## src/rtl/text_fetch.sv

```systemverilog
// Character-cell text fetch: walks the text RAM in raster order and delivers
// per-pixel glyph index, cell coordinates and attributes two cycles after the pixel.
module text_fetch #(
    parameter int          COLUMNS     = 80,
    parameter int          ROWS        = 48,
    parameter int          CHAR_HEIGHT = 10,
    parameter logic [7:0]  BLANK_INDEX = 8'h20
) (
    input  logic        clk,
    input  logic        reset,
    input  logic        active,
    input  logic        new_line,
    input  logic        new_frame,
    output logic [11:0] text_addr,
    input  logic [15:0] text_data,
    output logic [2:0]  xchar,
    output logic [3:0]  ychar,
    output logic [7:0]  character_index,
    output logic        underline,
    output logic        invert,
    output logic        pixel_valid
);

    localparam logic [11:0] COLS_W   = 12'(COLUMNS);
    localparam logic [6:0]  COL_LAST = 7'(COLUMNS - 1);
    localparam logic [5:0]  ROW_LAST = 6'(ROWS - 1);
    localparam logic [3:0]  Y_LAST   = 4'(CHAR_HEIGHT - 1);

    logic [2:0] xcnt_q, xcnt_d;
    logic [6:0] col_q, col_d;
    logic [3:0] ycnt_q, ycnt_d;
    logic [5:0] row_q, row_d;
    logic [5:0] frame_q, frame_d;

    logic       s1_valid_q;
    logic [2:0] s1_x_q;
    logic [3:0] s1_y_q;

    logic       valid_q;
    logic [2:0] xchar_q;
    logic [3:0] ychar_q;
    logic [7:0] char_q;
    logic       ul_q;
    logic       inv_q;

    logic pix_adv;
    logic hide;

    // A pixel coinciding with either strobe is dropped, not queued.
    assign pix_adv = active & ~new_line & ~new_frame;
    assign hide    = text_data[10] & frame_q[5];

    always_comb begin
        xcnt_d  = xcnt_q;
        col_d   = col_q;
        ycnt_d  = ycnt_q;
        row_d   = row_q;
        frame_d = frame_q;
        if (new_frame) begin
            xcnt_d  = '0;
            col_d   = '0;
            ycnt_d  = '0;
            row_d   = '0;
            frame_d = frame_q + 6'd1;
        end else if (new_line) begin
            xcnt_d = '0;
            col_d  = '0;
            if (ycnt_q == Y_LAST) begin
                ycnt_d = '0;
                row_d  = (row_q == ROW_LAST) ? '0 : row_q + 6'd1;
            end else begin
                ycnt_d = ycnt_q + 4'd1;
            end
        end else if (active) begin
            xcnt_d = xcnt_q + 3'd1;
            if (xcnt_q == 3'd7) begin
                col_d = (col_q == COL_LAST) ? '0 : col_q + 7'd1;
            end
        end
    end

    always_ff @(posedge clk) begin
        if (reset) begin
            xcnt_q  <= '0;
            col_q   <= '0;
            ycnt_q  <= '0;
            row_q   <= '0;
            frame_q <= '0;
        end else begin
            xcnt_q  <= xcnt_d;
            col_q   <= col_d;
            ycnt_q  <= ycnt_d;
            row_q   <= row_d;
            frame_q <= frame_d;
        end
    end

    assign text_addr = {6'd0, row_q} * COLS_W + {5'd0, col_q};

    // Stage 1 runs alongside the RAM read; stage 2 captures the returned word.
    always_ff @(posedge clk) begin
        if (reset) begin
            s1_valid_q <= 1'b0;
            s1_x_q     <= '0;
            s1_y_q     <= '0;
            valid_q    <= 1'b0;
            xchar_q    <= '0;
            ychar_q    <= '0;
            char_q     <= '0;
            ul_q       <= 1'b0;
            inv_q      <= 1'b0;
        end else begin
            s1_valid_q <= pix_adv;
            s1_x_q     <= xcnt_q;
            s1_y_q     <= ycnt_q;
            valid_q    <= s1_valid_q;
            xchar_q    <= s1_x_q;
            ychar_q    <= s1_y_q;
            if (s1_valid_q) begin
                char_q <= hide ? BLANK_INDEX : text_data[7:0];
                ul_q   <= text_data[8] & ~hide;
                inv_q  <= text_data[9];
            end
        end
    end

    assign pixel_valid     = valid_q;
    assign xchar           = xchar_q;
    assign ychar           = ychar_q;
    assign character_index = char_q;
    assign underline       = ul_q;
    assign invert          = inv_q;

endmodule

```

## config.mk

```make
export PLATFORM = sky130hd
export DESIGN_NAME = text_fetch
export DESIGN_NICKNAME = d
export VERILOG_FILES = /design/src/rtl/text_fetch.sv
export SDC_FILE = /design/constraint.sdc
export NUM_CORES = 1
export LEC_CHECK = 0
export CELL_PAD_IN_SITES_DETAIL_PLACEMENT = 0
export CELL_PAD_IN_SITES_GLOBAL_PLACEMENT = 1
export CORE_ASPECT_RATIO = 1.2
export CORE_MARGIN = 4
export CORE_UTILIZATION = 35
export CTS_BUF_LIST = sky130_fd_sc_hd__clkbuf_8 sky130_fd_sc_hd__clkbuf_16
export CTS_CLUSTER_SIZE = 16
export DETAILED_ROUTE_END_ITERATION = 8
export PLACE_DENSITY_LB_ADDON = 0.1
export SKIP_CTS_REPAIR_TIMING = 1
export SYNTH_ARGS = -nofsm -noshare
export SYNTH_HDL_FRONTEND = slang
export SYNTH_SLANG_ARGS = --single-unit
export TNS_END_PERCENT = 10
```

## constraint.sdc

```tcl
create_clock -name clk -period 7.4 [get_ports clk]
set_clock_uncertainty 0.05 [all_clocks]
set_input_delay 1.85 -clock clk [delete_from_list [all_inputs] [get_ports clk]]
set_output_delay 1.85 -clock clk [all_outputs]
set_load 0.02 [all_outputs]
```

==> summary.txt <==
Floorplan
  • IO Pins: about 50
  • DIE HEIGHT: 97.7 µm
  • Core box area: 0.00649 mm²
  • Initial Util: 36.1%
  • Die area: 0.00808 mm²
  • Die Span X: 82.7 µm
  • FP Rows: 32

Worst setup path
  • Crit path max fanout: 5
  • WP data arrival: 3.06 ns
  • Crit path max-delay family: adder cells
  • Reg2Reg Launch Point: xcnt_q[0]
  • Slowest cell on crit path: clkdlybuf4s50_1
  • CP dominant cell by count: ha_1
  • Slowest stage delay, CP: 0.61 ns
  • Worst path buffer plus inverter count: 1
  • Cells along the critical path: ha_1 -> ha_1 -> fa_1 -> xor2_1 -> nand3_1 -> nor4_1 -> xnor2_1 -> clkdlybuf4s50_1
  • Setup CP Type: flip-flop to primary output
  • Worst endpoint required time: 5.50 ns
  • Crit start category: flip-flop
  • Setup crit end kind: primary output
  • Critical path origin: row_q[3]

Finish
  • Final #Nets: 330
  • Area Growth Syn to Fin: 25.9%
  • Non-Filler Instances: 377
  • Diode count: 0
  • Share of cells above drive strength 1: 4.45%

GRT
  • Largest net degree at the start of global routing: 34
  • First-pass GRT wire length: roughly 7500 µm
  • GRT overflow: 0
  • Gr usage total: between 10% and 20%
  • Vias in the first global route: 1667
  • Initial antenna violation count: 0

Synth
  • Post-synthesis cell count: 250
  • Number of flops mapped to enable cells by yosys: 0
  • Post-synth cell types: 34
  • Fraction of registers with async set/reset: 0%
  • Synth Register Bits: 52
  • Mapped Avg Cell Area: approximately 9.4 µm²
  • Post-synthesis cell area: 0.00234 mm²
  • Syn Nets: 289
  • Main synth FF type: dfxtp_1
  • Seq/Total Area, Yosys: 44.4%
  • Synth Warn #: 0

Pwr
  • Power per cell area: 171 mW/mm²
  • P_leak: 1.16 nW
  • VDD IR-drop max: 78.4 µV

Clocking
  • Deepest clock path buffer count: 2
  • Clock sink count: 52
  • Root Buffer: clkbuf_8
  • TritonCTS clock tree: yes
  • CTS H-tree depth: 2
  • CTS clk-pin slew, worst paths: 0.09 ns
  • Worst skew pair latency: 0.30 ns
  • Number of CTS-inserted buffers: 5

Routing
  • Post-route ant nets: 0
  • Drt pass-1 iters: 3
  • Total wire length: 4280 µm
  • Per-cell routed wire length: 11.3 µm
  • DRC: 0
  • Via count: 1677
  • Via/cell ratio: between 4 and 5
  • Initial DRC count: 33

Placed design
  • IO Port Bufs: 45
  • Dpl cells: ~370
  • Dpl hpwl: 3040 µm
  • GP Congestion: roughly 0.7

STA
  • Setup violations, final: 0
  • Hold Violations, Final: 0
  • Slew HR: 52.9%
  • WHS: 0.390 ns
  • Worst slew pin tran: 0.706 ns
  • Pins Over Slew Limit: 0
  • Fmax: 202 MHz
  • Setup TNS: 0 ns
  • RSZ-0062 raised after global routing: no
  • Min cycle time layout: 4.96 ns
  • Final Cycle Share: about two thirds

Run status
  • Status: finished, final reports clean

Min path
  • Worst hold path startpoint: s1_x_q[1]
  • Tightest Hold Check Type: flip-flop to flip-flop

Flow run
  • Max Cap Viol: 0
metal layers:
layer	up-vias	GRT usage, %	routed length (µm)
met5	-	0	0
met4	0	4.65	40
met3	2	2.97	266
met2	39	18.2	1850
met1	729	14.7	2120
li1	907	-	-
logic make-up after synthesis:
group	count (synthesis)	share of synthesized area, %
buffers and inverters	19	4.00
XOR/XNOR	24	8.96
AO/OA/AOI/OAI	29	7.42
adder cells (fa/ha/maj)	18	10.2
flip-flops	52	44.4
AND/OR/NAND/NOR	102	22.4
multiplexers	6	2.56
metrics by stage:
stage | total power, mW | setup WS, ns | instance area, µm² | util, %
after floorplan | 0.306 | 3.44 | 2340 | -
after global placement | 0.321 | 2.75 | 2840 | 43.8
after detailed placement | 0.321 | 2.74 | 2840 | 43.8
after CTS | 0.516 | 2.39 | 2950 | 45.5
after global routing | 0.530 | 2.19 | 2950 | 45.5
final | 0.506 | 2.44 | 2950 | 45.5
sequential cells by signal, summed over array words and instances (netlist names):
register,cells
character_index,8
col_q,7
frame_q,6
invert,1
pixel_valid,1
row_q,6
s1_valid_q,1
s1_x_q,3
s1_y_q,4
underline,1
xchar,3
xcnt_q,3
ychar,4
ycnt_q,4
final cells by class:
cell class              instances  area (µm²)
fillers                       668        3530
multi-input cells             179        1210
flip-flops and latches         52        1040
repair buffers                 46         458
well taps                      85         106
clock buffers                   5        68.8
clock inverters                 3        42.5
inverters                       7        26.3
cell usage after synthesis (all sizes together) (7+ instances only):
cell	instances	share of area [%]
clkbuf	7	1.1
xnor2	14	5.2
xor2	10	3.7
nor2	38	6.1
a21oi	16	3.4
ha	16	8.5
dfxtp	52	44
inv	7	1.1
nand2	11	1.8
nor2b	26	6.9
final timing paths:
check	end	slack [ns]	cells past startpoint
setup / recovery	text_addr[11]	2.44	8
hold / removal	xchar[1]	0.39	1
setup reg to reg	col_q[6]	5.57	6
hold reg to reg	xchar[1]	0.39	1
worst register-to-register path, delay by kind of cell (launching register included):
family / cells / cell delay, ns
AO/OA/AOI/OAI: 1 / 0.18
flip-flops: 1 / 0.38
adder cells (fa/ha/maj): 2 / 0.31
AND/OR/NAND/NOR: 3 / 0.83
cell usage in the layout (no fill, tap or decap):
cell type and instances:
a211oi_1 1, a21boi_1 1, a21o_1 2, a21oi_1 16
a31o_2 1, a41oi_2 1, and2_1 2, and3_1 2
buf_4 1, bufinv_16 1, clkbuf_8 5, clkdlybuf4s50_1 45
clkinv_2 1, clkinvlp_4 1, dfxtp_1 52, fa_1 2
ha_1 16, inv_1 7, mux2i_1 6, nand2_1 11
nand3_1 6, nand3b_1 1, nand4_1 3, nand4_4 1
nand4b_1 1, nor2_1 38, nor2b_1 26, nor3_1 3
nor3b_1 2, nor4_1 2, o2111ai_1 1, o21ai_0 5
o21ai_1 1, or2_2 1, or3_1 3, xnor2_1 14
xor2_1 10
power by group:
group / switching [mW] / internal, mW / total, mW
logic: 0.0125 / 0.0150 / 0.0275
clock network: 0.0921 / 0.100 / 0.192
registers: 0.00297 / 0.283 / 0.286
total: 0.108 / 0.398 / 0.506
Note: power is estimated with default switching activity, not from simulation.
